--- config.mk ---
export PLATFORM = sky130hd
export DESIGN_NAME = sprite_draw_scheduler_flat
export DESIGN_NICKNAME = d
export VERILOG_FILES = /design/src/rtl/sprite_draw_if.sv /design/src/rtl/sprite_draw_scheduler.sv /design/src/flat_wrapper.sv
export SDC_FILE = /design/constraint.sdc
export NUM_CORES = 1
export LEC_CHECK = 0
export BUFFER_PORTS_ARGS = -buffer_cell sky130_fd_sc_hd__buf_4
export CAP_MARGIN = 20
export CORE_UTILIZATION = 40
export CTS_BUF_LIST = sky130_fd_sc_hd__clkbuf_8
export DETAILED_ROUTE_END_ITERATION = 12
export PLACE_DENSITY_LB_ADDON = 0.08
export SETUP_SLACK_MARGIN = 0.2
export SLEW_MARGIN = 10
export SYNTH_ARGS = -nofsm -noshare
export SYNTH_HDL_FRONTEND = slang
export SYNTH_SLANG_ARGS = --single-unit
--- constraint.sdc ---
create_clock -name clock -period 3.28 [get_ports clock]
set_input_delay 0.164 -clock clock [delete_from_list [all_inputs] [get_ports clock]]
set_output_delay 0.164 -clock clock [all_outputs]
set_load 0.02 [all_outputs]
--- src/rtl/sprite_draw_if.sv ---
// Shared pixel/handshake bus between the animator clients and the draw scheduler.
// The scheduler drives go_out and the VGA plot port; the clients drive everything else.
interface sprite_draw_if #(
    parameter int N_CLIENTS = 4,
    parameter int COLOUR_W  = 3
);
    logic [N_CLIENTS-1:0]          req;
    logic [N_CLIENTS-1:0]          done_in;
    logic [N_CLIENTS-1:0]          plot_in;
    logic [8*N_CLIENTS-1:0]        x_in;
    logic [7*N_CLIENTS-1:0]        y_in;
    logic [COLOUR_W*N_CLIENTS-1:0] colour_in;
    logic [N_CLIENTS-1:0]          go_out;
    logic [7:0]                    vga_x;
    logic [6:0]                    vga_y;
    logic [COLOUR_W-1:0]           vga_colour;
    logic                          vga_plot;

    modport master (
        input  req, done_in, plot_in, x_in, y_in, colour_in,
        output go_out, vga_x, vga_y, vga_colour, vga_plot
    );

    modport slave (
        output req, done_in, plot_in, x_in, y_in, colour_in,
        input  go_out, vga_x, vga_y, vga_colour, vga_plot
    );
endinterface

--- src/rtl/sprite_draw_scheduler.sv ---
// Frame-paced sequencer that hands the single VGA plot port to each active animator
// in ascending index order, with a per-grant watchdog and frame-overrun detection.
module sprite_draw_scheduler #(
    parameter int N_CLIENTS      = 4,
    parameter int COLOUR_W       = 3,
    parameter int FRAME_CYCLES   = 833334,
    parameter int TIMEOUT_CYCLES = 65536
) (
    input  logic                 clock,
    input  logic                 resetn,
    input  logic                 enable,
    sprite_draw_if.master        bus,
    output logic                 frame_tick,
    output logic                 busy,
    output logic                 overrun,
    output logic [N_CLIENTS-1:0] timeout
);
    localparam int IDX_W = (N_CLIENTS > 1) ? $clog2(N_CLIENTS) : 1;
    localparam int FRM_W = (FRAME_CYCLES > 1) ? $clog2(FRAME_CYCLES) : 1;
    localparam int WD_W  = (TIMEOUT_CYCLES > 1) ? $clog2(TIMEOUT_CYCLES) : 1;

    localparam logic [IDX_W-1:0] LAST_IDX   = IDX_W'(N_CLIENTS - 1);
    localparam logic [FRM_W-1:0] FRAME_LAST = FRM_W'(FRAME_CYCLES - 1);
    localparam logic [WD_W-1:0]  WD_LAST    = WD_W'(TIMEOUT_CYCLES - 1);

    typedef enum logic [2:0] {
        S_IDLE,
        S_SCAN,
        S_ISSUE,
        S_WAIT,
        S_NEXT
    } state_t;

    state_t               state, state_n;
    logic [IDX_W-1:0]     idx, idx_n;
    logic [FRM_W-1:0]     frame_cnt;
    logic [WD_W-1:0]      wd_cnt, wd_n;
    logic [N_CLIENTS-1:0] idx_onehot;
    logic [N_CLIENTS-1:0] timeout_set;
    logic                 overrun_set;

    logic                 sel_req;
    logic                 sel_done;
    logic                 sel_plot;
    logic [7:0]           sel_x;
    logic [6:0]           sel_y;
    logic [COLOUR_W-1:0]  sel_colour;

    assign frame_tick  = (frame_cnt == FRAME_LAST);
    assign busy        = (state != S_IDLE);
    assign overrun_set = frame_tick && (state != S_IDLE);

    // Client selection by the current index; loop keeps every select in range for any N.
    always_comb begin
        idx_onehot = '0;
        sel_req    = 1'b0;
        sel_done   = 1'b0;
        sel_plot   = 1'b0;
        sel_x      = '0;
        sel_y      = '0;
        sel_colour = '0;
        for (int i = 0; i < N_CLIENTS; i++) begin
            if (idx == IDX_W'(i)) begin
                idx_onehot[i] = 1'b1;
                sel_req       = bus.req[i];
                sel_done      = bus.done_in[i];
                sel_plot      = bus.plot_in[i];
                sel_x         = bus.x_in[8*i +: 8];
                sel_y         = bus.y_in[7*i +: 7];
                sel_colour    = bus.colour_in[COLOUR_W*i +: COLOUR_W];
            end
        end
    end

    // The VGA port is only ever driven by the granted client, with no register in the path.
    always_comb begin
        bus.go_out     = (state == S_ISSUE) ? idx_onehot : '0;
        bus.vga_plot   = (state == S_WAIT) ? sel_plot : 1'b0;
        bus.vga_x      = (state == S_WAIT) ? sel_x : '0;
        bus.vga_y      = (state == S_WAIT) ? sel_y : '0;
        bus.vga_colour = (state == S_WAIT) ? sel_colour : '0;
    end

    always_comb begin
        state_n     = state;
        idx_n       = idx;
        wd_n        = wd_cnt;
        timeout_set = '0;
        case (state)
            S_IDLE: begin
                if (frame_tick && enable) begin
                    state_n = S_SCAN;
                    idx_n   = '0;
                end
            end
            S_SCAN: begin
                if (sel_req) begin
                    state_n = S_ISSUE;
                end else if (idx == LAST_IDX) begin
                    state_n = S_IDLE;
                end else begin
                    idx_n = idx + IDX_W'(1);
                end
            end
            S_ISSUE: begin
                wd_n    = '0;
                state_n = S_WAIT;
            end
            S_WAIT: begin
                // A done arriving on the watchdog's last cycle wins over the abort.
                if (sel_done) begin
                    state_n = S_NEXT;
                end else if (wd_cnt == WD_LAST) begin
                    timeout_set = idx_onehot;
                    state_n     = S_NEXT;
                end else begin
                    wd_n = wd_cnt + WD_W'(1);
                end
            end
            S_NEXT: begin
                if (idx == LAST_IDX) begin
                    state_n = S_IDLE;
                end else begin
                    idx_n   = idx + IDX_W'(1);
                    state_n = S_SCAN;
                end
            end
            default: state_n = S_IDLE;
        endcase
    end

    always_ff @(posedge clock) begin
        if (!resetn) begin
            state     <= S_IDLE;
            idx       <= '0;
            wd_cnt    <= '0;
            frame_cnt <= '0;
            overrun   <= 1'b0;
            timeout   <= '0;
        end else begin
            state     <= state_n;
            idx       <= idx_n;
            wd_cnt    <= wd_n;
            frame_cnt <= frame_tick ? '0 : frame_cnt + FRM_W'(1);
            overrun   <= overrun | overrun_set;
            timeout   <= timeout | timeout_set;
        end
    end
endmodule

--- src/flat_wrapper.sv ---
// flat-port wrapper written by rule: the top's interface ports become plain ports
module sprite_draw_scheduler_flat 
#(
    parameter int N_CLIENTS      = 4,
    parameter int COLOUR_W       = 3,
    parameter int FRAME_CYCLES   = 833334,
    parameter int TIMEOUT_CYCLES = 65536
)
  (clock, resetn, enable, frame_tick, busy, overrun, timeout, bus_req, bus_done_in, bus_plot_in, bus_x_in, bus_y_in, bus_colour_in, bus_go_out, bus_vga_x, bus_vga_y, bus_vga_colour, bus_vga_plot);
  sprite_draw_if #(.N_CLIENTS(N_CLIENTS), .COLOUR_W(COLOUR_W)) bus_i ();
  input  logic clock;
  input  logic resetn;
  input  logic enable;
  output logic frame_tick;
  output logic busy;
  output logic overrun;
  output logic [N_CLIENTS-1:0] timeout;
  input wire logic [$bits(bus_i.req)-1:0] bus_req;
  input wire logic [$bits(bus_i.done_in)-1:0] bus_done_in;
  input wire logic [$bits(bus_i.plot_in)-1:0] bus_plot_in;
  input wire logic [$bits(bus_i.x_in)-1:0] bus_x_in;
  input wire logic [$bits(bus_i.y_in)-1:0] bus_y_in;
  input wire logic [$bits(bus_i.colour_in)-1:0] bus_colour_in;
  output wire logic [$bits(bus_i.go_out)-1:0] bus_go_out;
  output wire logic [$bits(bus_i.vga_x)-1:0] bus_vga_x;
  output wire logic [$bits(bus_i.vga_y)-1:0] bus_vga_y;
  output wire logic [$bits(bus_i.vga_colour)-1:0] bus_vga_colour;
  output wire logic [$bits(bus_i.vga_plot)-1:0] bus_vga_plot;
  assign bus_i.req = bus_req;
  assign bus_i.done_in = bus_done_in;
  assign bus_i.plot_in = bus_plot_in;
  assign bus_i.x_in = bus_x_in;
  assign bus_i.y_in = bus_y_in;
  assign bus_i.colour_in = bus_colour_in;
  assign bus_go_out = bus_i.go_out;
  assign bus_vga_x = bus_i.vga_x;
  assign bus_vga_y = bus_i.vga_y;
  assign bus_vga_colour = bus_i.vga_colour;
  assign bus_vga_plot = bus_i.vga_plot;
  sprite_draw_scheduler #(.N_CLIENTS(N_CLIENTS), .COLOUR_W(COLOUR_W), .FRAME_CYCLES(FRAME_CYCLES), .TIMEOUT_CYCLES(TIMEOUT_CYCLES)) u_core (.clock(clock), .resetn(resetn), .enable(enable), .bus(bus_i), .frame_tick(frame_tick), .busy(busy), .overrun(overrun), .timeout(timeout));
endmodule
== Word level (Yosys, flattened, before mapping) ==
Index checks and enable logic that the tools add are counted.

* Register bits: 46
* Latch bits: 0
* Bits in writable memories: 0
* Bits in read-only memories: 0
* Input bits: 87
* Output and inout bits: 30
* Logic and storage cells: 88
* Memories kept: 0

* Add/subtract/negate cells: 3
* Multiply operators: 0
* Divide/modulo/power cells: 0
* Order comparisons: 0
* Equal/unequal tests: 15
* Shift-type cells: 0
* Mux-type cells: 50
* Bitwise logic cells: 3
* Reduce and logical (&&, ||, !) cells: 11

{| class="wikitable"
|+ Operator list
! operator !! number
|-
| 8-bit two-way mux || 5
|-
| 7-bit two-way mux || 5
|-
| 16-bit two-way mux || 2
|-
| 16-bit case mux with 2 select lines || 1
|-
| 3-bit two-way mux || 10
|-
| 20-bit by 1-bit adder with 20-bit output (second input constant) || 1
|-
| 20-bit equality test (second input constant) || 1
|-
| 1-bit two-way mux || 18
|-
| 16-bit by 1-bit adder with 16-bit output (second input constant) || 1
|-
| 16-bit equality test (second input constant) || 1
|-
| 4-bit two-way mux || 4
|-
| 3-bit case mux with 5 select lines || 1
|-
| 3-bit AND reduction || 3
|-
| 3-bit by 2-bit equality test with 1-bit output (second input constant) || 2
|-
| 2-bit two-way mux || 3
|-
| 2-bit != test (second input constant) || 3
|-
| 2-bit case mux with 3 select lines || 1
|-
| 3-bit nonzero test || 2
|-
| 2-bit equality test (second input constant) || 2
|-
| 4-bit bitwise OR || 1
|-
| 3-bit by 1-bit equality test with 1-bit output (second input constant) || 1
|-
| 3-bit equality test (second input constant) || 1
|-
| 3-bit logical NOT || 1
|-
| 3-bit by 1-bit != test with 1-bit output (second input constant) || 1
|-
| 10 further kinds || 11
|}

== Logic depth before layout (Yosys ltp) ==
Gate-level depths: netlist of run 1.

* Depth after elaboration: 8
* Depth in mapped cells: 10
* Mapped depth without buffers: 7

== Worst setup path after synthesis of run 1 ==
OpenSTA, ideal clock, no wires.

* Path type: register to output
* From: reg u_core.idx[1]
* To: out bus_vga_y[3]
* Arrival time: 1.973 ns
* Data required time: 3.116 ns
* Setup slack: 1.143 ns
* Stages on the path, launching flop included: 11
* Buffers on the path: 3
* Cells stage by stage: dfxtp_1 -> inv_1 -> ha_1 -> buf_6 -> nor2b_1 -> clkbuf_1 -> clkbuf_1 -> a221oi_1 -> nor3_1 -> a21oi_1 -> nor2_1

* Longest elaborated chain between the ends: 6
* Elaborated cells between the ends (all ways): 9
* Classes of those cells: 3 x eq/ne; 5 x mux; 1 x reduce/logical

{| class="wikitable"
|+ RTL lines
! item !! RTL line !! RTL
|-
| start, declared || sprite_draw_scheduler.sv:35 || <nowiki>logic [IDX_W-1:0] idx, idx_n;</nowiki>
|-
| start signal, assigned || sprite_draw_scheduler.sv:142 || <nowiki>idx <= idx_n;</nowiki>
|-
| 2-bit logical NOT || sprite_draw_scheduler.sv:63 || <nowiki>if (idx == IDX_W'(i)) begin</nowiki>
|-
| 7-bit two-way mux (3 in a row) || sprite_draw_scheduler.sv:63 ||
|-
| 7-bit two-way mux (*) || sprite_draw_scheduler.sv:63 ||
|-
| 7-bit two-way mux (*) || sprite_draw_scheduler.sv:80 || <nowiki>bus.vga_y = (state == S_WAIT) ? sel_y : '0;</nowiki>
|-
| end, declared || flat_wrapper.sv:26 || <nowiki>output wire logic [$bits(bus_i.vga_y)-1:0] bus_vga_y;</nowiki>
|}

Mark *: on every way between the ends. The rest lies on a longest branch, timed or not.

== Final worst setup path of run 1 ==
* From: reg u_core.idx[1]
* To: reg u_core.wd_cnt[7]

* Longest elaborated chain between the ends: 7
* Elaborated cells between the ends (all ways): 10
* Classes of those cells: 4 x eq/ne; 4 x mux; 2 x reduce/logical

{| class="wikitable"
|+ RTL lines
! item !! RTL line !! RTL
|-
| 2-bit logical NOT || sprite_draw_scheduler.sv:63 ||
|-
| 1-bit two-way mux (3 in a row) || sprite_draw_scheduler.sv:63 ||
|-
| 1-bit two-way mux (*) || sprite_draw_scheduler.sv:63 ||
|-
| 2-bit != test (no source line) (*) || -- ||
|-
| 3-bit AND reduction (no source line) (*) || -- ||
|-
| end signal, assigned || sprite_draw_scheduler.sv:143 || <nowiki>wd_cnt <= wd_n;</nowiki>
|-
| end, declared || sprite_draw_scheduler.sv:37 || <nowiki>logic [WD_W-1:0] wd_cnt, wd_n;</nowiki>
|}

Marks and branches as above.
A chain may end at the register's enable or synchronous reset.

==> impl_metrics.toml, run 1 <==
[run_status]
status = "finished clean"

[pwr]
power.density_mw_per_mm2 = 273
clockPowerShare_pct = 38.6
ir_drop_v = 0.000274
p_leak_nw = 1.71
power_mw = 1.12
combinationalPowerShare_pct = 11.0
power.internal_mw = 0.887
sequentialPowerShare_pct = 50.4
sw_frac_of_total_pct = 20.9
p_sw_mw = 0.234

[synth]
synthTopCellsByArea = "dfxtp_1 (30%), nor2_1 (6.6%), a221oi_1 (5.7%), a21oi_1 (5.2%), nor3_1 (4.7%)"
synth_cell_types = 51
ys_seq_area_share_pct = 30.0
syn-num-nets = 500
synth_top_area_cell = "dfxtp_1"
async_flop_share_pct = 0
synth-main-ff-cell = "dfxtp_1"
yosys_register_bits = 46
synth_edf_count = 0
synth_top_area_share_pct = 30.0
synth_area_mm2 = 0.00307
synthCells = 406
avgSynthCellArea_um2 = 7.57
yosysWarnings = 0

[critical_path]
startpoint_type = "flop"
path_class = "flop to flop"
cp_max_fo = 14
crit_family = "compound AO/OA/AOI/OAI gates"
critPathSlowestCell = "a221oi_1"
critPathBufInv = 1
path_cells = "inv_1, ha_1, nand3b_1, a221oi_1, a211o_1, o21ai_1, o21ai_0"
r2r_end = "u_core.wd_cnt[7]$_SDFFE_PN0P_"
cp_data_arrival_time_ns = 2.65
cp-end-kind = "flop"
worst_r2r_path_depth = 7
r2r_start = "u_core.idx[1]$_SDFFE_PN0P_"
slowest_delay_ns = 0.40
r2r_slack_ns = 0.85
worstPathRequired_ns = 3.50

[die]
io_pins = 117
die_h_um = 89.7
rows = 31
fp.dieW_um = 89.7
core_area_mm2 = 0.00733
start_util_pct = 41.9
die_area_mm2 = 0.00804

[timing]
slew_violations = 0
final_hold_viol_count = 0
tns_ns = 0
fin_crit_sh_pct = 74.0
worst_pin_slew_ns = 0.747
fmax_ghz = 0.412
setup_viol = 0
finClkSkew_ns = 0.00516
slew_headroom_pct = 49.8
rsz0062_at_grt = "false"
fin_crit_ns = 2.43

[layout]
drive_above_1_share_pct = 26.9
syn_to_final_growth_pct = 33.8
n_antenna_cell = 0
final_nets = 603

[grt]
grt_usage_pct = 21.1
grt_max_degree = 33
overflow = 0
grt_pass1_wl_um = 13300
antenna_found_initial = 0
grt_pass1_vias = 2932

[detailed_routing]
drt_wl_total_um = 9070
maxUsedRoutingLayer = "met4"
vias = 3318
wl_met1_um = 3880
routed_via_density = 5.46
wl_per_cell_um = 14.9
met2_length_um = 4730
drt_first_iter_violations = 139
drc_errors = 0
drtPass1Iterations = 5
wl_met3_um = 351
ant_nets = 0

[clock_tree]
clock-root-buffer = "clkbuf_8"
clk_pin_slew_ns = 0.08
hold_buffers = 0
clock_latency_ns = 0.30
cts_resized = 0
cts_tree = "done"
h-tree-depth = 2
cts_buffer_depth = 2
post-cts-setup-buffers = 0
numCtsBuffers = 5
cts.sinks = 46

[worst_hold_path]
hp-start = "resetn"
hold_depth = 3
hold_class = "input port to flop"
min_to = "u_core.state[0]$_SDFFE_PN0P_"

[run]
max-cap-violations = 0

[placed_design]
io_buffers = 116
dp_hpwl_um = 6910
gp_congestion = 0.826
worst max path at each step:
stage | start | end | depth (start not counted)
global placement | u_core.idx[0]$_SDFFE_PN0P_ | u_core.wd_cnt[0]$_SDFFE_PN0P_ | 6
finish | u_core.idx[1]$_SDFFE_PN0P_ | u_core.wd_cnt[7]$_SDFFE_PN0P_ | 7
detailed placement | u_core.idx[0]$_SDFFE_PN0P_ | u_core.wd_cnt[0]$_SDFFE_PN0P_ | 6
global route | u_core.idx[0]$_SDFFE_PN0P_ | u_core.wd_cnt[7]$_SDFFE_PN0P_ | 6
CTS | u_core.idx[0]$_SDFFE_PN0P_ | bus_vga_x[1] | 8
floorplan | u_core.idx[1]$_SDFFE_PN0P_ | bus_vga_y[3] | 10
logic make-up after synthesis:
| family | Yosys count | share of synthesized area, % |
|---|---|---|
| and+or+nand+nor | 204 | 35.8 |
| AOI/OAI and AO/OA | 85 | 18.7 |
| DFF | 46 | 30.0 |
| buffers and inverters | 40 | 5.66 |
| xor gates and xnor gates | 19 | 5.42 |
| adders and majority gates | 7 | 2.85 |
| muxes | 5 | 1.63 |
cell type report:
class	instances	area, µm²
fillers	704	3220
clock buffers	6	82.6
repair buffers	124	931
flip-flops and latches	46	921
multi-input cells	320	1980
well taps	99	124
inverters	12	45.0
clock inverters	1	30.0
per-stage QoR:
step	util, %	instances	cell area (µm²)	worst slack (ns)	hold WS [ns]
floorplan	-	406	3070	1.14	0.378
global placement	54.5	601	4000	0.952	0.451
detailed placement	54.5	601	4000	0.885	0.462
CTS	56.1	608	4110	0.851	0.179
global route	56.1	608	4110	0.559	0.201
finish	56.1	608	4110	0.851	0.189
worst reg2reg max path: cells and delay by family, from the launching register on:
kind	cells	cell delay [ns]
AOI/OAI and AO/OA	4	1.31
adders and majority gates	1	0.35
buffers and inverters	1	0.08
DFF	1	0.38
and+or+nand+nor	1	0.23
metal layers:
metal  vias to the layer above  global-route usage [%]
met3                        10                    3.11
met2                        77                    38.7
met4                         0                    5.77
li1                       1679                       -
met5                         -                       0
met1                      1552                    25.5
registers in the layout, summed over array words and instances (netlist names):
signal	flops
u_core.state	3
u_core.wd_cnt	16
u_core.idx	2
u_core.frame_cnt	20
u_core.timeout	4
u_core.overrun	1
cells in the mapped netlist (all sizes together) (2+ instances only):
library cell,instances
nor2,54
dfxtp,46
a21oi,33
nor3,30
nor2b,22
a221oi,20
clkbuf,19
nand2,19
nand3,19
xor2,12
inv,11
nand4,11
and3,9
buf,9
a31oi,8
or3,8
ha,7
xnor2,7
nand3b,6
o21ai,6
mux2i,5
o31ai,5
and2,4
or4,4
nand2b,3
nor4,3
o211ai,3
a211oi,2
a21o,2
and4,2
nand4b,2
nor4b,2
o2111ai,2
power groups by stage:
| stage | sequential (mW) | combinational (mW) | clock (mW) |
|---|---|---|---|
| floorplan | 0.576 | 0.0380 | 0 |
| global placement | 0.578 | 0.122 | 0 |
| detailed placement | 0.578 | 0.123 | 0 |
| finish | 0.565 | 0.123 | 0.433 |
| CTS | 0.565 | 0.124 | 0.446 |
| global route | 0.565 | 0.134 | 0.466 |
cell usage in the layout (no fill, tap or decap), types with 6 or more instances in the layout:
master,Yosys,routed
xor2_1,12,12
xnor2_1,7,7
buf_4,0,124
and3_1,9,9
a21oi_1,32,32
a221oi_1,20,20
nor3_1,29,29
nor2b_1,22,22
a31oi_1,8,8
nor2_1,54,54
dfxtp_1,46,46
nand4_1,11,11
nand2_1,19,19
or3_1,8,8
inv_1,11,11
clkbuf_8,0,6
nand3_1,19,19
ha_1,7,7
No activity file was read; power rests on OpenSTA's default activity.
==> inputs of run 2 (changes only) <==
==> constraint.sdc (replaced) <==
create_clock -name clock -period 2.2 [get_ports clock]
set_input_delay 0.11 -clock clock [delete_from_list [all_inputs] [get_ports clock]]
set_output_delay 0.11 -clock clock [all_outputs]
set_load 0.02 [all_outputs]
==> run 2 against run 1 <==
  * Final cell count grew 4.6%
  * Setup slack lost 0.76 ns
  * Clock power grew 45%
  * Count of clock-buffer cells in the layout shrank 1
  * Sequential share of layout area shrank 2.6 points
  * Sequential power grew 49%
  * Register-to-register slack lost 0.75 ns
  * Core utilization grew 7.6 points
  * Die area is the same
  * First-iteration DRC count shrank 19%
  * Combinational power grew 68%
  * Critical endpoint is now bus_vga_y[2]
==> impl_metrics.toml, run 2 (synthesized netlist as in run 1, its figures left out) <==
[layout]
layout_commonest_cell = "buf_4"
n_antenna_cell = 0
fill_cells = 669
drive_above_1_share_pct = 38.9
multi_input_area_mm2 = 0.00221
top_register = "u_core.frame_cnt"
final_cell_mix = "buf_4 (133), nor2_1 (44), dfxtp_1 (44), a21oi_1 (29), nor3_1 (26)"
design_area_mm2 = 0.00467
area.sequential_um2 = 926
final_nets = 630
syn_to_final_growth_pct = 51.9
largest_register_ffs = 20
postLayoutCoreUtil_pct = 63.7
reg_top3 = "u_core.frame_cnt x20, u_core.wd_cnt x16, u_core.timeout x4"

[die]
rows = 31
core_area_mm2 = 0.00733
start_util_pct = 41.9
io_pins = 117
die_h_um = 89.7
die_area_mm2 = 0.00804
fp.dieW_um = 89.7

[placed_design]
io_buffers = 116
place_area_mm2 = 0.00415
dp_hpwl_um = 7140
gp_congestion = 0.855
dpl_worst_slack_ns = -0.0977

[pwr]
power.density_mw_per_mm2 = 359
power_mw = 1.68
p_leak_nw = 1.94
sw_frac_of_total_pct = 22.2
sequentialPowerShare_pct = 50.2
clockPowerShare_pct = 37.5
power.internal_mw = 1.30
combinationalPowerShare_pct = 12.4
p_sw_mw = 0.373
ir_drop_v = 0.000308

[worst_hold_path]
hold_class = "input port to flop"

[run]
max-cap-violations = 0

[critical_path]
cp-end-kind = "output port"
cp_data_arrival_time_ns = 2.00
path_class = "flop to output port"
startpoint_type = "flop"
cp_max_fo = 5
worstPathRequired_ns = 2.09

[timing]
final_hold_viol_count = 0
slew_headroom_pct = 62.0
rsz0062_at_grt = "true"
fmax_ghz = 0.474
slew_violations = 0
finClkSkew_ns = 0.0110
setup_viol = 0
worst_pin_slew_ns = 0.565
fin_ws_ns = 0.0901
fin_crit_ns = 2.11
holdWs_ns = 0.140
fin_crit_sh_pct = 95.9

[clock_tree]
cts_buffer_depth = 2
numCtsBuffers = 5
h-tree-depth = 2
clock-root-buffer = "clkbuf_8"
clk_pin_slew_ns = 0.09
hold_buffers = 0
cts.sinks = 46
cts_tree = "done"
clock_latency_ns = 0.30

[grt]
grt_pass1_wl_um = 14800
grt_pass1_vias = 3043
overflow = 0
grt_usage_pct = 23.8
grt_max_degree = 26
antenna_found_initial = 0

[detailed_routing]
ant_nets = 0
wl_per_cell_um = 15.7
drtPass1Iterations = 4
drt_wl_total_um = 9990
drc_errors = 0
drt_first_iter_violations = 113
vias = 3521
routed_via_density = 5.54

[run_status]
status = "finished clean"
## run 2: timing repair
action	in CTS	in global routing
gates resized for setup	46	17
setup buffers	3	4
endpoints found under the setup margin	42	41
pin swaps	4	20
gates cloned	3	0
## run 2: final cells by class
cell class / instances / area share [%]
clock buffers: 5 / 1.47
clock inverters: 3 / 0.885
inverters: 12 / 1.02
multi-input cells: 320 / 47.4
flip-flops and latches: 46 / 19.8
well taps: 99 / 2.65
repair buffers: 151 / 26.8
## run 2: metrics by stage
step | setup TNS (ns) | std cells
global route | -0.115 | 636
global placement | -0.0210 | 618
floorplan | 0 | 406
CTS | 0 | 632
finish | 0 | 636
detailed placement | -0.259 | 618
## run 2: power by group through the flow
stage                     registers (mW)  clock network, mW  logic (mW)
final                              0.841              0.628       0.207
after global routing               0.842              0.685       0.224
after floorplan                    0.859                  0      0.0584
after global placement             0.861                  0       0.180
after CTS                          0.842              0.644       0.200
after detailed placement           0.861                  0       0.185
## run 2: final timing paths
check | startpoint | end | slack, ns | depth (start not counted)
worst max register to register | u_core.idx[0]$_SDFFE_PN0P_ | u_core.wd_cnt[3]$_SDFFE_PN0P_ | 0.10 | 7
worst min register to register | u_core.frame_cnt[0]$_SDFF_PP0_ | u_core.frame_cnt[0]$_SDFF_PP0_ | 0.47 | 1
worst max-delay path | u_core.idx[0]$_SDFFE_PN0P_ | bus_vga_y[2] | 0.09 | 10
worst min-delay path | resetn | u_core.idx[1]$_SDFFE_PN0P_ | 0.14 | 3
## run 2: critical path, stage by stage (launching register included)
cell,delay [ns]
dfxtp_2,0.35
buf_6,0.12
ha_4,0.17
buf_12,0.13
nor2b_4,0.18
buf_6,0.18
a221oi_2,0.07
nor3_1,0.18
a21oi_1,0.07
nor2_1,0.11
buf_4,0.15
## run 2: metal layers
| metal | part of all wire [%] | GRT usage [%] | wire length (µm) |
|---|---|---|---|
| met4 | 1.1 | 5.63 | 114 |
| met3 | 3.9 | 3.84 | 385 |
| met2 | 51 | 39.7 | 5130 |
| met5 | 0 | 0 | 0 |
| met1 | 44 | 32.3 | 4350 |
